## src/rtl/jtmx5k_pkg.sv

```systemverilog
// Shared definitions for the Mr. Kabuki graphics ROM path: default ROM
// geometry and the ROM cache controller state encoding.
package jtmx5k_pkg;

  localparam int MX5K_ROM_AW = 18;
  localparam int MX5K_ROM_DW = 16;

  typedef enum logic [1:0] {
    IDLE = 2'd0,
    REQ  = 2'd1,
    FILL = 2'd2
  } mx5k_cache_state_e;

endpackage

```

## src/rtl/jtmx5k_romcache_tags.sv

```systemverilog
// Tag/valid/data array of the graphics ROM cache. Fully associative lookup
// with a parallel compare against every valid entry, one write port, and a
// flush that drops every valid bit in a single cycle.
module jtmx5k_romcache_tags
  import jtmx5k_pkg::*;
#(
  parameter int AW      = MX5K_ROM_AW,
  parameter int DW      = MX5K_ROM_DW,
  parameter int ENTRIES = 4
) (
  input  logic                       clk,
  input  logic                       rst_n,
  input  logic                       flush,
  input  logic [AW-1:0]              lk_addr,
  output logic                       hit,
  output logic [DW-1:0]              hit_data,
  input  logic                       wr_en,
  input  logic [$clog2(ENTRIES)-1:0] wr_idx,
  input  logic [AW-1:0]              wr_tag,
  input  logic [DW-1:0]              wr_data
);

  logic [ENTRIES-1:0] valid_q, valid_d;
  logic [AW-1:0]      tag_q  [ENTRIES];
  logic [AW-1:0]      tag_d  [ENTRIES];
  logic [DW-1:0]      data_q [ENTRIES];
  logic [DW-1:0]      data_d [ENTRIES];

  // Parallel compare; tags are unique so OR-ing the matching data is a mux.
  always_comb begin
    hit      = 1'b0;
    hit_data = '0;
    for (int i = 0; i < ENTRIES; i++) begin
      if (valid_q[i] && (tag_q[i] == lk_addr)) begin
        hit      = 1'b1;
        hit_data = hit_data | data_q[i];
      end
    end
  end

  // Entry update: write port first, flush overrides every valid bit.
  always_comb begin
    valid_d = valid_q;
    tag_d   = tag_q;
    data_d  = data_q;
    if (wr_en) begin
      valid_d[wr_idx] = 1'b1;
      tag_d[wr_idx]   = wr_tag;
      data_d[wr_idx]  = wr_data;
    end
    if (flush) valid_d = '0;
  end

  // Valid bits are the only state that must come out of reset cleared.
  always_ff @(posedge clk or negedge rst_n) begin
    if (!rst_n) valid_q <= '0;
    else        valid_q <= valid_d;
  end

  // Tag and data storage; contents are meaningless while invalid.
  always_ff @(posedge clk) begin
    tag_q  <= tag_d;
    data_q <= data_d;
  end

endmodule

```

## src/rtl/jtmx5k_gfx_romcache.sv

```systemverilog
// Read cache between the first graphics chip ROM port and its SDRAM slot.
// One outstanding SDRAM request, round-robin replacement, jtframe-style ok.
// Build option: define JTMX5K_ROMCACHE_STATS_EN to get a saturating hit
// counter on `hits`; otherwise `hits` reads 0 and no counter is built.
module jtmx5k_gfx_romcache
  import jtmx5k_pkg::*;
#(
  parameter int AW      = MX5K_ROM_AW,
  parameter int DW      = MX5K_ROM_DW,
  parameter int ENTRIES = 4
) (
  input  logic          clk,
  input  logic          rst_n,
  input  logic          flush,
  input  logic          cl_cs,
  input  logic [AW-1:0] cl_addr,
  output logic [DW-1:0] cl_data,
  output logic          cl_ok,
  output logic          sd_cs,
  output logic [AW-1:0] sd_addr,
  input  logic [DW-1:0] sd_data,
  input  logic          sd_ok,
  output logic [15:0]   hits
);

  localparam int IW = $clog2(ENTRIES);

  mx5k_cache_state_e state_q, state_d;
  logic [AW-1:0] req_addr_q, req_addr_d;
  logic [AW-1:0] out_addr_q, out_addr_d;
  logic [DW-1:0] out_data_q, out_data_d;
  logic          out_valid_q, out_valid_d;
  logic          drop_q, drop_d;
  logic [IW-1:0] victim_q, victim_d;

  logic          tag_hit;
  logic [DW-1:0] tag_data;
  logic          lookup, miss_start, hit_load, sd_load, fill_we;

  assign cl_ok   = cl_cs & out_valid_q & (out_addr_q == cl_addr);
  assign cl_data = out_data_q;
  assign sd_addr = req_addr_q;

  assign lookup     = (state_q == IDLE) & cl_cs & ~cl_ok;
  assign miss_start = lookup & ~tag_hit;
  assign hit_load   = lookup & tag_hit & ~flush;
  // The output register is loaded on sd_ok so cl_ok rises with sd_cs falling;
  // the cache entry itself is written one cycle later in FILL.
  assign sd_load    = (state_q == REQ) & sd_ok & ~drop_q & ~flush;
  assign fill_we    = (state_q == FILL) & ~drop_q & ~flush;

  jtmx5k_romcache_tags #(
    .AW      (AW),
    .DW      (DW),
    .ENTRIES (ENTRIES)
  ) u_tags (
    .clk      (clk),
    .rst_n    (rst_n),
    .flush    (flush),
    .lk_addr  (cl_addr),
    .hit      (tag_hit),
    .hit_data (tag_data),
    .wr_en    (fill_we),
    .wr_idx   (victim_q),
    .wr_tag   (req_addr_q),
    .wr_data  (out_data_q)
  );

  // FSM state register.
  always_ff @(posedge clk or negedge rst_n) begin
    if (!rst_n) state_q <= IDLE;
    else        state_q <= state_d;
  end

  // FSM next state: a request can never be abandoned once issued.
  always_comb begin
    state_d = state_q;
    case (state_q)
      IDLE:    if (miss_start) state_d = REQ;
      REQ:     if (sd_ok) state_d = FILL;
      FILL:    state_d = IDLE;
      default: state_d = IDLE;
    endcase
  end

  // FSM outputs: SDRAM request is a level held for the whole REQ state.
  always_comb begin
    sd_cs = (state_q == REQ);
  end

  // Request address, output register, discard flag and victim pointer.
  always_comb begin
    req_addr_d  = req_addr_q;
    out_addr_d  = out_addr_q;
    out_data_d  = out_data_q;
    out_valid_d = out_valid_q;
    drop_d      = drop_q;
    victim_d    = victim_q;
    if (miss_start) begin
      req_addr_d = cl_addr;
      drop_d     = 1'b0;
    end
    if (state_q == REQ) drop_d = drop_q | flush;
    if (hit_load) begin
      out_addr_d  = cl_addr;
      out_data_d  = tag_data;
      out_valid_d = 1'b1;
    end
    if (sd_load) begin
      out_addr_d  = req_addr_q;
      out_data_d  = sd_data;
      out_valid_d = 1'b1;
    end
    if (fill_we) victim_d = victim_q + 1'b1;
    if (flush) out_valid_d = 1'b0;
  end

  // Datapath registers; cleared so cl_data and sd_addr read 0 from reset.
  always_ff @(posedge clk or negedge rst_n) begin
    if (!rst_n) begin
      req_addr_q  <= '0;
      out_addr_q  <= '0;
      out_data_q  <= '0;
      out_valid_q <= 1'b0;
      drop_q      <= 1'b0;
      victim_q    <= '0;
    end else begin
      req_addr_q  <= req_addr_d;
      out_addr_q  <= out_addr_d;
      out_data_q  <= out_data_d;
      out_valid_q <= out_valid_d;
      drop_q      <= drop_d;
      victim_q    <= victim_d;
    end
  end

`ifdef JTMX5K_ROMCACHE_STATS_EN
  logic [15:0] hits_q, hits_d;

  // Hit counter saturates; only reset clears it, flush leaves it alone.
  always_comb begin
    hits_d = hits_q;
    if (hit_load && (hits_q != 16'hFFFF)) hits_d = hits_q + 16'd1;
  end

  // Hit counter register.
  always_ff @(posedge clk or negedge rst_n) begin
    if (!rst_n) hits_q <= '0;
    else        hits_q <= hits_d;
  end

  assign hits = hits_q;
`else
  assign hits = '0;
`endif

endmodule

```

## config.mk

```make
export PLATFORM = sky130hd
export DESIGN_NAME = jtmx5k_gfx_romcache
export DESIGN_NICKNAME = d
export VERILOG_FILES = /design/src/rtl/jtmx5k_pkg.sv /design/src/rtl/jtmx5k_romcache_tags.sv /design/src/rtl/jtmx5k_gfx_romcache.sv
export SDC_FILE = /design/constraint.sdc
export NUM_CORES = 1
export LEC_CHECK = 0
export CAP_MARGIN = 20
export CORE_ASPECT_RATIO = 1.5
export CORE_MARGIN = 4
export CORE_UTILIZATION = 45
export CTS_BUF_LIST = sky130_fd_sc_hd__clkbuf_4 sky130_fd_sc_hd__clkbuf_8
export CTS_CLUSTER_SIZE = 28
export DETAILED_ROUTE_END_ITERATION = 8
export PLACE_DENSITY_LB_ADDON = 0.08
export SYNTH_ARGS = -nofsm -noshare
export SYNTH_HDL_FRONTEND = slang
export SYNTH_SLANG_ARGS = --single-unit
```

## constraint.sdc

```tcl
create_clock -name clk -period 6.4 [get_ports clk]
set_clock_uncertainty 0.2 [all_clocks]
set_input_delay 0.64 -clock clk [delete_from_list [all_inputs] [get_ports clk]]
set_output_delay 0.64 -clock clk [all_outputs]
set_load 0.005 [all_outputs]
```

; Yosys cells after proc, flatten, opt, wreduce, memory -nomap -nowiden
; Index checks and enable logic that the tools add are counted.
; W data, S select, Z words.
[word_totals]
output_inout_bits = 52
regBits = 198
[classes]
bitwise_logic = 22
order_cmp = 4
add_sub_neg = 1
n_mux = 30
n_eq_ne = 9
n_reduce_logical = 12
[op_table]
columns = cell, n
row1 = $mux W16, 7
row2 = $eq A18 B18 Y1, 5
row3 = $bwmux W72, 1
row4 = $bwmux W64, 1
row5 = $mux W18, 3
row6 = $or A16 B16 Y16, 3
row7 = $demux W18 S2, 1
row8 = $demux W16 S2, 1
row9 = $and A1 B1 Y1, 12
row10 = $mux W1, 10
row11 = $mux W4, 2
row12 = $logic_and A1 B1 Y1, 6
row13 = $reduce_bool A2 Y1, 3
row14 = $mux W2, 2
row15 = $not A1 Y1, 4
row16 = $or A4 B4 Y4, 1
row17 = $pmux W2 S2, 1
row18 = $ge A3 B3 Y1 const B, 1
row19 = $lt A2 B3 Y1 const B, 1
row20 = $lt A3 B1 Y1 const B, 1
row21 = $not A2 Y3, 1
row22 = $reduce_bool A3 Y1, 1
row23 = $add A2 B1 Y2 const B, 1
row24 = $demux W1 S2, 1
row25 = other kinds (8), 8

; Logic depth before layout (Yosys ltp)
[logic_depth]
word_depth = 11
ltp_mapped = 10
depth_no_buf = 7

; Cells and area by module
; A second synthesis with hierarchy kept.
[unflattened]
hier_cells = 569
hier_area_um2 = 8814.7
[by_module_without_submodules]
columns = mod, instances, cells_each, area_per_inst_um2
row1 = jtmx5k_romcache_tags, 1, 352, 5718.0
row2 = jtmx5k_gfx_romcache, 1, 217, 3096.7

; Worst setup path before layout
; Ideal clock, no wire load.
[synth_timing]
kind = input -> register
from = input port flush
to = register u_tags.data_q[0] in the netlist's numbering, enable pin
setup_slack_ns = 3.549
n_path_buf = 0
required_ns = 5.805
stages = 2
arrival_time_ns = 2.256
cell_sequence = nor4b_1 -> and2_1
[synth_via]
elab_chain_cells = 2
[synth_lines]
columns = element, line_no
row1 = start: declaration, jtmx5k_gfx_romcache.sv:14  ; input logic flush,
row2 = $not A1 Y1, jtmx5k_gfx_romcache.sv:50  ; assign fill_we = (state_q == FILL) & ~drop_q & ~flush;
row3 = $and A1 B1 Y1, jtmx5k_gfx_romcache.sv:50
row4 = end signal: assignment, jtmx5k_romcache_tags.sv:63  ; data_q <= data_d;
row5 = end: declaration, jtmx5k_romcache_tags.sv:26  ; logic [DW-1:0] data_q [ENTRIES];
; Every way passes these cells.
; A chain may end at the register's enable or synchronous reset.

; Worst setup path in the final report
[layout_timing]
from = input port cl_addr[9]
to = register out_addr_q[16]
[layout_via]
elab_chain_cells = 9
[layout_lines]
columns = element, line_no
row1 = start: declaration, jtmx5k_gfx_romcache.sv:16  ; input logic [AW-1:0] cl_addr,
row2 = $eq A18 B18 Y1, jtmx5k_romcache_tags.sv:34  ; if (valid_q[i] && (tag_q[i] == lk_addr)) begin
row3 = $logic_and A1 B1 Y1, jtmx5k_romcache_tags.sv:34
row4 = $mux W1 (4 in series), jtmx5k_romcache_tags.sv:34
row5 = $and A1 B1 Y1 (*) (2 in series), jtmx5k_gfx_romcache.sv:46  ; assign hit_load = lookup & tag_hit & ~flush;
row6 = $reduce_bool A2 Y1 (no line) (*), n/a
row7 = end signal: assignment, jtmx5k_gfx_romcache.sv:129  ; out_addr_q <= out_addr_d;
row8 = end: declaration, jtmx5k_gfx_romcache.sv:30  ; logic [AW-1:0] out_addr_q, out_addr_d;
; Mark *: on every way between the ends. The rest lies on a longest branch, timed or not.

==> flow_metrics.env <==
export IMPL_ys_flop_type="edfxtp_1"
export IMPL_crit_arrival_ns=4.16
export IMPL_path_class="primary input to flip-flop"
export IMPL_setup_viol=0
export IMPL_critPathCaptureType="flip-flop"
export IMPL_grt_usage=0.1809
export IMPL_setup_tns_ns=0
export IMPL_cts_buffers=17
export IMPL_final_common_cell="edfxtp_1"
export IMPL_cts_reportedPaths_clkPinSlew_ns=0.10
export IMPL_met3_usage=0.03910
export IMPL_start_kind="primary input"
export IMPL_syn_inst=578
export IMPL_io_buffer_count=74
export IMPL_min_path_type="primary input to asynchronous set/reset pin"
export IMPL_internal_power_mw=2.436
export IMPL_avgViaCountPerCell=5.139
export IMPL_power_frac_clock=0.242
export IMPL_hold_viol_final=0
export IMPL_busiest_layer="met2"
export IMPL_post_cts_buffers=0
export IMPL_synth_area_sq_um=8489
export IMPL_rsz0062_at_grt="no"
export IMPL_finalCritPeriodShare=0.6299
export IMPL_routed_wl_mm=18.51
export IMPL_combPwrFrac=0.188
export IMPL_final_max_slew_viol_count=0
export IMPL_nets=689
export IMPL_status="complete, no violations"
export IMPL_antenna_cells=0
export IMPL_max_freq_mhz=248.1
export IMPL_synth_warnings=0
export IMPL_cts_tree="yes"
export IMPL_ant_nets=0
export IMPL_synth_yosys_seq_area_share=0.6638
export IMPL_synth_cell_types=36
export IMPL_ir_drop_mv=0.1886
export IMPL_start_util=0.4577
export IMPL_die_area_sq_um=21170
export IMPL_seq_power_share=0.570
export IMPL_drtPass1Iterations=4
export IMPL_worst_pin_slew_ns=0.9693
export IMPL_row_count=61
export IMPL_gr_usage_met2=0.3322
export IMPL_drt_iter0_drc=225
export IMPL_syn_area_per_cell_sq_um=14.69
export IMPL_power_share_switching=0.2760
export IMPL_fill_cells=1605
export IMPL_antenna_found_initial=0
export IMPL_die_x_microns=120.1
export IMPL_grt_pass1_vias=4866
export IMPL_cts_root_buffer="clkbuf_8"
export IMPL_route_detailed_drc=0
export IMPL_grt_max_degree=63
export IMPL_cp_max_fo=33
export IMPL_switchingPower_uw=928.8
export IMPL_insertion_delay_ns=0.45
export IMPL_gp_congestion=0.8179
export IMPL_coreArea_sq_um=18550
export IMPL_cts_hold_buf=0
export IMPL_ioPinCount=91
export IMPL_synthArstFlopShare=0.3131
export IMPL_maxCapViolations=0
export IMPL_syn2layout_area_growth_pct=14.65
export IMPL_final_cell_mix="edfxtp_1, clkdlybuf4s50_1, dfrtp_1"
export IMPL_post_route_util=0.5248
export IMPL_die_y_microns=176.2
export IMPL_synth_seq_cells=198
export IMPL_grt_overflow_total=0
export IMPL_wl_per_cell_microns=20.32
export IMPL_cts_path_max_buffers=2
export IMPL_drive_above_1_share=0.1032
export IMPL_r2r_start="u_tags.tag_q[45]"
export IMPL_via_count=4682
export IMPL_grt_pass1_wl_mm=28.59
export IMPL_power_leakage_nw=3.515
export IMPL_worstSetupStartpoint="cl_addr[9]"
export IMPL_p_per_area_nw_per_um2=345.7
export IMPL_h_tree_depth=4
export IMPL_relSlewSlack=0.3538
export IMPL_dp_hpwl_mm=12.07
export IMPL_min_period_ns=4.031
export IMPL_cp_required_ns=6.53
export IMPL_gr_usage_met1=0.2086
export IMPL_cts_resized=0
export IMPL_cts_sinks=198
export IMPL_design_power_total_mw=3.365
export IMPL_synth_edf_count=136
[cell type report]
type                    instances  area (sq um)  share of cell area
clock buffers                  18         247.7             0.02545
clock inverters                14         156.4             0.01607
inverters                       4         15.01            0.001543
multi-input cells             338          2530              0.2599
flip-flops and latches        198          5635              0.5790
well taps                     252         315.3             0.03239
repair buffers                 87         833.3             0.08562
[registers in the layout (all words and copies together), names as in the netlist]
name / flops
victim_q: 2
sd_addr: 18
state_q: 2
u_tags.valid_q: 4
u_tags.tag_q: 72
drop_q: 1
u_tags.data_q: 64
cl_data: 16
out_addr_q: 18
out_valid_q: 1
[power groups by stage]
stage | Combinational (mW) | Sequential, mW | Clock (mW)
6_report | 0.633 | 1.92 | 0.815
5_1_grt | 0.698 | 1.95 | 0.896
4_1_cts | 0.648 | 1.92 | 0.835
3_5_place_dp | 0.645 | 1.95 | 0
3_3_place_gp | 0.634 | 1.93 | 0
2_1_floorplan | 0.334 | 1.87 | 0
[path summary, 6_finish.rpt]
check | to | slack [ns] | cells past startpoint
min in group clk | u_tags.valid_q[1] | 0.30 | 1
max | out_addr_q[16] | 2.37 | 10
min | cl_data[2] | 0.19 | 2
max in group asynchronous | out_addr_q[17] | 5.22 | 2
min reg2reg | u_tags.valid_q[1] | 0.30 | 1
max reg2reg | out_addr_q[16] | 2.87 | 9
[per-stage QoR]
stage | hold slack, ns | worst slack, ns | std cells | cell area [sq um]
6_report | 0.1864 | 2.369 | 911 | 9733
5_1_grt | 0.2192 | 2.131 | 911 | 9733
4_1_cts | 0.2122 | 2.371 | 911 | 9733
3_5_place_dp | 0.2713 | 1.861 | 879 | 9329
3_3_place_gp | 0.2631 | 1.895 | 879 | 9329
2_1_floorplan | 0.1444 | 3.549 | 593 | 8546
[cells in the mapped netlist, types with 9 or more instances]
master / count / area, sq um
nor4_1: 13 / 81.33
nor2_1: 17 / 63.81
buf_2: 14 / 70.07
and3_1: 16 / 100.1
dfrtp_1: 62 / 1551
xor2_1: 56 / 490.5
edfxtp_1: 136 / 4084
a22oi_1: 32 / 240.2
mux2i_1: 18 / 180.2
nand2_1: 37 / 138.9
nand4_1: 9 / 56.30
mux2_1: 18 / 202.7
xnor2_1: 35 / 306.5
o31ai_2: 16 / 200.2
o21ai_1: 19 / 95.09
buf_4: 26 / 195.2
[cells by family after synthesis]
group                      after synthesis  share of synthesized area
DFF                                    198                     0.6638
and+or+nand+nor                        115                    0.07369
xor gates and xnor gates                91                    0.09388
AOI/OAI and AO/OA                       76                    0.07178
buffers and inverters                   57                    0.04539
muxes                                   36                    0.04510
adders and majority gates                4                   0.005896
other                                    1                  0.0004417
[metal layers]
metal / up-vias / wire, microns
met5: - / 0
met4: 0 / 354
met3: 20 / 557
met2: 85 / 10200
met1: 2377 / 7393
li1: 2200 / -
[worst max-delay path, stage by stage]
cell and delay [ns]:
clkdlybuf4s50_1 0.60, xor2_1 0.28, nor4_1 0.62, nand3_1 0.25, nor3_4 0.15, buf_4 0.28
o41a_2 0.53, buf_4 0.46, mux2i_1 0.24, o21ai_1 0.09
No activity file was read; power rests on OpenSTA's default activity.
